**src/rtl/seg_pkg.sv**
```systemverilog
// -----------------------------------------------------------------------------
// seg_pkg
// Shared definitions for the seven-segment scan decoder and the display
// block's self-test:
//   - SEG_0 .. SEG_F : active-low cathode patterns (bit0=a .. bit6=g)
//   - SEG_BLANK      : full cathode byte with every segment and DP off
//   - seg_state_e    : scan decoder FSM states
// -----------------------------------------------------------------------------
package seg_pkg;

    localparam logic [6:0] SEG_0 = 7'h40;
    localparam logic [6:0] SEG_1 = 7'h79;
    localparam logic [6:0] SEG_2 = 7'h24;
    localparam logic [6:0] SEG_3 = 7'h30;
    localparam logic [6:0] SEG_4 = 7'h19;
    localparam logic [6:0] SEG_5 = 7'h12;
    localparam logic [6:0] SEG_6 = 7'h02;
    localparam logic [6:0] SEG_7 = 7'h78;
    localparam logic [6:0] SEG_8 = 7'h00;
    localparam logic [6:0] SEG_9 = 7'h10;
    localparam logic [6:0] SEG_A = 7'h08;
    localparam logic [6:0] SEG_B = 7'h03;
    localparam logic [6:0] SEG_C = 7'h46;
    localparam logic [6:0] SEG_D = 7'h21;
    localparam logic [6:0] SEG_E = 7'h06;
    localparam logic [6:0] SEG_F = 7'h0E;

    localparam logic [7:0] SEG_BLANK = 8'hFF;

    typedef enum logic [1:0] {
        ST_WAIT   = 2'd0,  // no digit selected (blank or conflict)
        ST_SETTLE = 2'd1,  // one digit selected, waiting for stable pair
        ST_HOLD   = 2'd2   // dwell captured, waiting for the pair to change
    } seg_state_e;

endpackage

```
**src/rtl/seg_pattern_decode.sv**
```systemverilog
// -----------------------------------------------------------------------------
// seg_pattern_decode
// Combinational lookup from an active-low seven-segment pattern to a hex
// nibble. Patterns outside the sixteen hex glyphs report valid_o = 0 with a
// zero nibble.
//   seg_i    [6:0] : active-low segments, bit0=a .. bit6=g
//   valid_o        : 1 when seg_i is one of the sixteen hex glyphs
//   nibble_o [3:0] : decoded value (0 when not valid)
// -----------------------------------------------------------------------------
module seg_pattern_decode
    import seg_pkg::*;
(
    input  logic [6:0] seg_i,
    output logic       valid_o,
    output logic [3:0] nibble_o
);

    always_comb begin
        // NOTE: every output gets a default before the case so no path leaves
        // it unassigned, which would otherwise infer a latch.
        valid_o  = 1'b1;
        nibble_o = 4'h0;
        case (seg_i)
            SEG_0:   nibble_o = 4'h0;
            SEG_1:   nibble_o = 4'h1;
            SEG_2:   nibble_o = 4'h2;
            SEG_3:   nibble_o = 4'h3;
            SEG_4:   nibble_o = 4'h4;
            SEG_5:   nibble_o = 4'h5;
            SEG_6:   nibble_o = 4'h6;
            SEG_7:   nibble_o = 4'h7;
            SEG_8:   nibble_o = 4'h8;
            SEG_9:   nibble_o = 4'h9;
            SEG_A:   nibble_o = 4'hA;
            SEG_B:   nibble_o = 4'hB;
            SEG_C:   nibble_o = 4'hC;
            SEG_D:   nibble_o = 4'hD;
            SEG_E:   nibble_o = 4'hE;
            SEG_F:   nibble_o = 4'hF;
            default: valid_o  = 1'b0;
        endcase
    end

endmodule

```
**src/rtl/seg_scan_decoder.sv**
```systemverilog
// -----------------------------------------------------------------------------
// seg_scan_decoder
// Watches a multiplexed, active-low seven-segment scan bus, waits for each
// digit dwell to be stable for SETTLE cycles, decodes the glyph and stores
// it in the slot of the selected digit. Reports frame completion once every
// digit position has been captured.
//
// Parameters:
//   DIGITS : number of anode lines / digit slots
//   SETTLE : consecutive identical cycles required before a capture (>= 2)
//
// Ports:
//   clock                  : rising-edge clock
//   reset                  : synchronous, active-high
//   anode_in   [DIGITS-1:0]: active-low digit enables
//   cathode_in [7:0]       : active-low segments, bit7 = decimal point
//   digits_out [4*DIGITS-1:0] : decoded nibble per slot
//   dp_out     [DIGITS-1:0]: captured decimal point per slot (1 = lit)
//   digit_seen [DIGITS-1:0]: slots captured in the current frame
//   frame_done             : one-cycle pulse on the capture completing a frame
//   seg_err                : sticky; bad glyph or anode conflict seen
//
// Build option:
//   SEG_DP_CAPTURE_EN : when defined, the decimal point is captured and takes
//                       part in the stability compare; otherwise dp_out is 0
//                       and cathode_in[7] is ignored.
// -----------------------------------------------------------------------------
module seg_scan_decoder
    import seg_pkg::*;
#(
    parameter int DIGITS = 8,
    parameter int SETTLE = 4
) (
    input  logic                  clock,
    input  logic                  reset,
    input  logic [DIGITS-1:0]     anode_in,
    input  logic [7:0]            cathode_in,
    output logic [4*DIGITS-1:0]   digits_out,
    output logic [DIGITS-1:0]     dp_out,
    output logic [DIGITS-1:0]     digit_seen,
    output logic                  frame_done,
    output logic                  seg_err
);

    localparam int CNT_W = $clog2(SETTLE + 1);
    localparam int IDX_W = (DIGITS > 1) ? $clog2(DIGITS) : 1;
    localparam logic [CNT_W-1:0] CNT_ONE = CNT_W'(1);
    localparam logic [CNT_W-1:0] CNT_MAX = CNT_W'(SETTLE);

    // Registered state
    seg_state_e              state_q;
    logic [CNT_W-1:0]        cnt_q;
    logic [DIGITS+7:0]       prev_pair_q;
    logic [4*DIGITS-1:0]     digits_q;
    logic [DIGITS-1:0]       seen_q;
    logic                    frame_done_q;
    logic                    seg_err_q;

    // Combinational helpers
    logic [DIGITS+7:0]       pair;
    logic [DIGITS-1:0]       an_active;
    logic                    an_onehot;
    logic                    an_conflict;
    logic                    pair_same;
    logic                    capture;
    logic [IDX_W-1:0]        idx;
    logic [DIGITS-1:0]       seen_d;
    logic                    frame_full;
    logic                    dec_valid;
    logic [3:0]              dec_nibble;

    // The pair that must stay constant for a dwell to count as settled.
`ifdef SEG_DP_CAPTURE_EN
    assign pair = {anode_in, cathode_in};
`else
    // DP bit is forced constant so DP flicker never restarts the settle.
    assign pair = {anode_in, 1'b1, cathode_in[6:0]};
    logic unused_dp;
    assign unused_dp = cathode_in[7];
`endif

    assign an_active   = ~anode_in;
    // x & (x-1) clears the lowest set bit: non-zero means two or more digits.
    assign an_conflict = (an_active & (an_active - DIGITS'(1))) != '0;
    assign an_onehot   = (an_active != '0) && !an_conflict;
    assign pair_same   = (pair == prev_pair_q);
    assign capture     = (state_q == ST_SETTLE) && an_onehot && pair_same &&
                         (cnt_q == CNT_MAX);

    // Slot index of the selected digit; only meaningful when an_onehot.
    always_comb begin
        idx = '0;
        for (int i = 0; i < DIGITS; i++) begin
            if (an_active[i]) begin
                idx = IDX_W'(i);
            end
        end
    end

    assign seen_d     = seen_q | an_active;
    assign frame_full = &seen_d;

    seg_pattern_decode u_decode (
        .seg_i    (cathode_in[6:0]),
        .valid_o  (dec_valid),
        .nibble_o (dec_nibble)
    );

`ifdef SEG_DP_CAPTURE_EN
    logic [DIGITS-1:0] dp_q;
    assign dp_out = dp_q;
`else
    assign dp_out = '0;
`endif

    // NOTE: all sequential state uses non-blocking assignments so every
    // register samples pre-edge values regardless of statement order.
    always_ff @(posedge clock) begin
        if (reset) begin
            // NOTE: the slot registers are reset too; they drive observable
            // outputs that must read zero until the first capture.
            state_q      <= ST_WAIT;
            cnt_q        <= '0;
            prev_pair_q  <= '0;
            digits_q     <= '0;
            seen_q       <= '0;
            frame_done_q <= 1'b0;
            seg_err_q    <= 1'b0;
`ifdef SEG_DP_CAPTURE_EN
            dp_q         <= '0;
`endif
        end else begin
            prev_pair_q  <= pair;
            frame_done_q <= 1'b0;

            if (an_conflict || (capture && !dec_valid)) begin
                seg_err_q <= 1'b1;
            end

            case (state_q)
                ST_WAIT: begin
                    if (an_onehot) begin
                        cnt_q   <= CNT_ONE;
                        state_q <= ST_SETTLE;
                    end
                end

                ST_SETTLE: begin
                    if (!an_onehot) begin
                        cnt_q   <= '0;
                        state_q <= ST_WAIT;
                    end else if (!pair_same) begin
                        cnt_q   <= CNT_ONE;
                    end else if (cnt_q == CNT_MAX) begin
                        // Capture; an unknown glyph still fills its slot with 0.
                        digits_q[4*idx +: 4] <= dec_valid ? dec_nibble : 4'h0;
`ifdef SEG_DP_CAPTURE_EN
                        dp_q[idx] <= ~cathode_in[7];
`endif
                        if (frame_full) begin
                            seen_q       <= '0;
                            frame_done_q <= 1'b1;
                        end else begin
                            seen_q       <= seen_d;
                        end
                        state_q <= ST_HOLD;
                    end else begin
                        cnt_q <= cnt_q + CNT_ONE;
                    end
                end

                ST_HOLD: begin
                    // Counter stays at CNT_MAX here, so it cannot wrap.
                    if (!pair_same) begin
                        if (an_onehot) begin
                            cnt_q   <= CNT_ONE;
                            state_q <= ST_SETTLE;
                        end else begin
                            cnt_q   <= '0;
                            state_q <= ST_WAIT;
                        end
                    end
                end

                default: begin
                    cnt_q   <= '0;
                    state_q <= ST_WAIT;
                end
            endcase
        end
    end

    assign digits_out = digits_q;
    assign digit_seen = seen_q;
    assign frame_done = frame_done_q;
    assign seg_err    = seg_err_q;

endmodule
```
**config.mk**
```make
export PLATFORM = sky130hd
export DESIGN_NAME = seg_scan_decoder
export DESIGN_NICKNAME = d
export VERILOG_FILES = /design/src/rtl/seg_pkg.sv /design/src/rtl/seg_pattern_decode.sv /design/src/rtl/seg_scan_decoder.sv
export SDC_FILE = /design/constraint.sdc
export NUM_CORES = 1
export LEC_CHECK = 0
export ABC_AREA = 1
export CORE_MARGIN = 8
export CORE_UTILIZATION = 24
export DETAILED_ROUTE_END_ITERATION = 12
export GPL_TIMING_DRIVEN = 0
export HOLD_SLACK_MARGIN = 0.02
export PLACE_DENSITY_LB_ADDON = 0.12
export SLEW_MARGIN = 10
export SYNTH_ARGS = -nofsm -noshare
export SYNTH_HDL_FRONTEND = slang
export SYNTH_SLANG_ARGS = --single-unit
```
**constraint.sdc**
```tcl
create_clock -name clock -period 2.6 [get_ports clock]
set_input_delay 0.52 -clock clock [delete_from_list [all_inputs] [get_ports clock]]
set_output_delay 0.52 -clock clock [all_outputs]
set_load 0.01 [all_outputs]
```
==> summary.txt <==
Die
  • Initial core utilization: 24.41%
  • Die area: 0.02115 sq mm
  • Die Width: 145.4 um
  • Num rows: 47
  • IO Pins: 68
  • Die H: 145.4 um
  • Core area: 0.01647 sq mm

Synthesis
  • Sequential-to-total area share from yosys stat: 31.37%
  • Post-Syn Instances: 675
  • Synth Warn #: 0
  • Cell Area, Synth: 0.004020 sq mm
  • Avg Cell Area, Syn: 5.956 sq um
  • Synthesis-stage register bit count: 63
  • Post-synth top area share: 31.37%
  • Leading area contributor after synthesis: dfxtp_1
  • Synth cell types: 34
  • Largest cells by area after synthesis: dfxtp_1 (31%), nand2_1 (21%), nor2_1 (13%), inv_1 (5.7%), a21oi_1 (4.6%)

Timing
  • Max Freq: 0.4066 GHz
  • Min Tclk post-route: 2.460 ns
  • Tcrit/Tclk final: 94.60%
  • Final setup margin: 0.1405 ns
  • Max-slew violation count: 0
  • Setup-failing EPs final: 0
  • Worst Tran Pin Value: 1.038 ns
  • RSZ-0062 raised after global routing: true
  • Hold Violations, Final: 0
  • Layout Skew: 0.009123 ns
  • Slew headroom: 30.13%

Place
  • Pre-CTS WS: -0.9404 ns
  • IO Port Bufs: 56
  • Final RePlAce weighted congestion: 0.8661
  • Area after DPL: 0.004883 sq mm
  • Hpwl dp: 10.15 mm

GRT
  • Largest net degree at the start of global routing: 11
  • Initial antenna violation count: 0
  • GR Overflow Total: 0
  • Vias in the first global route: 4174
  • First-pass GRT wire length: 21.32 mm
  • GRT Resource Usage Total: 12.48%

Routing
  • Vias: 4293
  • DR pass1 iterations: 5
  • Initial drt markers: 294
  • Vias per cell: 4.408
  • Drt wl/cell: 13.19 um
  • DRC Markers: 0
  • Detail Route Antenna Nets: 0
  • Routed WL: 12.84 mm

Clock network
  • Cts bufs inserted: 9
  • CTS sink cnt: 63
  • CTS root buffer: clkbuf_16
  • CTS HTree Levels: 3
  • CTS tree: built
  • Clock Tree Buf Depth: 2
  • Hold_buf cts: 0
  • Clk slew on worst S/H paths: 0.05 ns
  • Clock latency on the worst-skew pair: 0.34 ns

Setup path
  • Worst Path Required: 2.80 ns
  • CP peak stage delay: 0.39 ns
  • Worst setup EP type: register
  • R2r setup slk: 0.43 ns
  • Kind of critical path: primary input to register
  • Worst path arrival time: 2.66 ns
  • WP buf/inv: 2
  • Crit-path leading delay family: simple AND/OR/NAND/NOR gates
  • CP Launch Type: primary input
  • CP max-delay cell: ha_2
  • CP most frequent cell: nand2_1
  • CP max FO: 8
  • CP cell instances: dlygate4sd2_1, nand2_2, a211oi_1, ha_2, inv_2, nand2_1, nor2_2, nand3_1, nand2_1, a21oi_1

Power and ir drop
  • P_leak: 2.364 nW
  • VDD IR-drop max: 310.6 uV
  • Cell area power density: 481.5 mW/mm^2

Finish
  • Nets: 771
  • Commonest cells after routing, fill and taps aside: nand2_1 (223), nor2_1 (137), dfxtp_1 (63)
  • Layout area overhead: 29.94%
  • Commonest non-fill, non-tap cell in the layout: nand2_1
  • Ant diodes: 0
  • Fill cells: 1864
  • Share of layout cells above drive strength 1: 11.41%
  • Final instance area: 0.005224 sq mm

Hold path
  • Worst hold-check path type: register to register

Flow run
  • Max_cap viols: 0

Outcome
  • Outcome: finished clean
routing by layer:
layer  vias to the layer above  routed length (um)  part of all wire (%)  GRT usage [%]
met3                        14                 673                   5.2          3.296
met5                         -                   0                     0              0
met1                      1947                6237                    49          16.17
met2                        87                5675                    44          19.46
met4                         0                 256                   2.0          4.633
li1                       2245                   -                     -              -
tightest hold or removal path, cell delays in order, from the launching register on:
cell and delay, ns:
dfxtp_1 0.31, nand2_1 0.06, a21oi_1 0.06
flip-flops by register name, indices dropped and copies added (netlist names):
| register | count |
|---|---|
| digit_seen | 8 |
| frame_done | 1 |
| state_q | 2 |
| prev_pair_q | 16 |
| seg_err | 1 |
| digits_out | 32 |
| cnt_q | 3 |
repair_timing:
action / in CTS / in global routing
setup buffers: 1 / 0
pin swaps: 0 / 0
resized for setup: 18 / 12
endpoints found under the setup margin: 32 / 28
cell type report:
type / instances / area (sq um) / area share [%]
tap: 220 / 275.3 / 5.269
sequential: 63 / 1261 / 24.14
clock inverter: 2 / 12.51 / 0.2395
timing repair buffer: 57 / 556.8 / 10.66
inverter: 77 / 289.0 / 5.533
multi-input combinational: 519 / 2395 / 45.84
buffer: 22 / 150.1 / 2.874
clock buffer: 14 / 284.0 / 5.437
synth_stat cells (all sizes together):
| library cell | instances |
|---|---|
| a21oi | 38 |
| o22ai | 1 |
| nand3 | 38 |
| ha | 4 |
| clkinv | 1 |
| o21ai | 11 |
| xnor2 | 1 |
| nand4 | 22 |
| nor4 | 2 |
| clkbuf | 8 |
| buf | 15 |
| nand2 | 231 |
| dfxtp | 63 |
| conb | 1 |
| or2 | 1 |
| a211oi | 1 |
| inv | 76 |
| nor3 | 8 |
| nor2 | 153 |
final timing paths:
path,endpoint,cells after the start,startpoint
max reg2reg,digits_out[19],7,state_q[1]
min,digits_out[24],2,digits_out[24]
min reg2reg,digits_out[24],2,digits_out[24]
max,digits_out[29],10,anode_in[3]
metrics by stage:
stage,setup TNS (ns),util (%),instances,hold WS (ns),total power [mW]
after floorplan,0,-,682,0.4691,1.230
after global placement,-23.39,29.66,958,0.4617,1.331
after detailed placement,-24.83,29.66,958,0.4609,1.334
after CTS,0,31.66,975,0.4687,2.552
after global routing,-0.05873,31.72,974,0.4864,2.639
final,0,31.72,974,0.4664,2.515
cells by family after synthesis:
kind of cell	Yosys count	synth area share (%)
AOI/OAI and AO/OA	51	6.536
xor gates and xnor gates	1	0.2179
adders and majority gates	4	1.245
buffers and inverters	100	10.52
DFF	63	31.37
other	1	0.09328
and+or+nand+nor	455	50.02
where the power goes:
group          leakage [nW]  switching, mW  internal, mW
Combinational          1.71          0.230         0.103
Clock                 0.145          0.443         0.748
Sequential            0.512        0.00892         0.982
(Power assumes the default switching activity.)
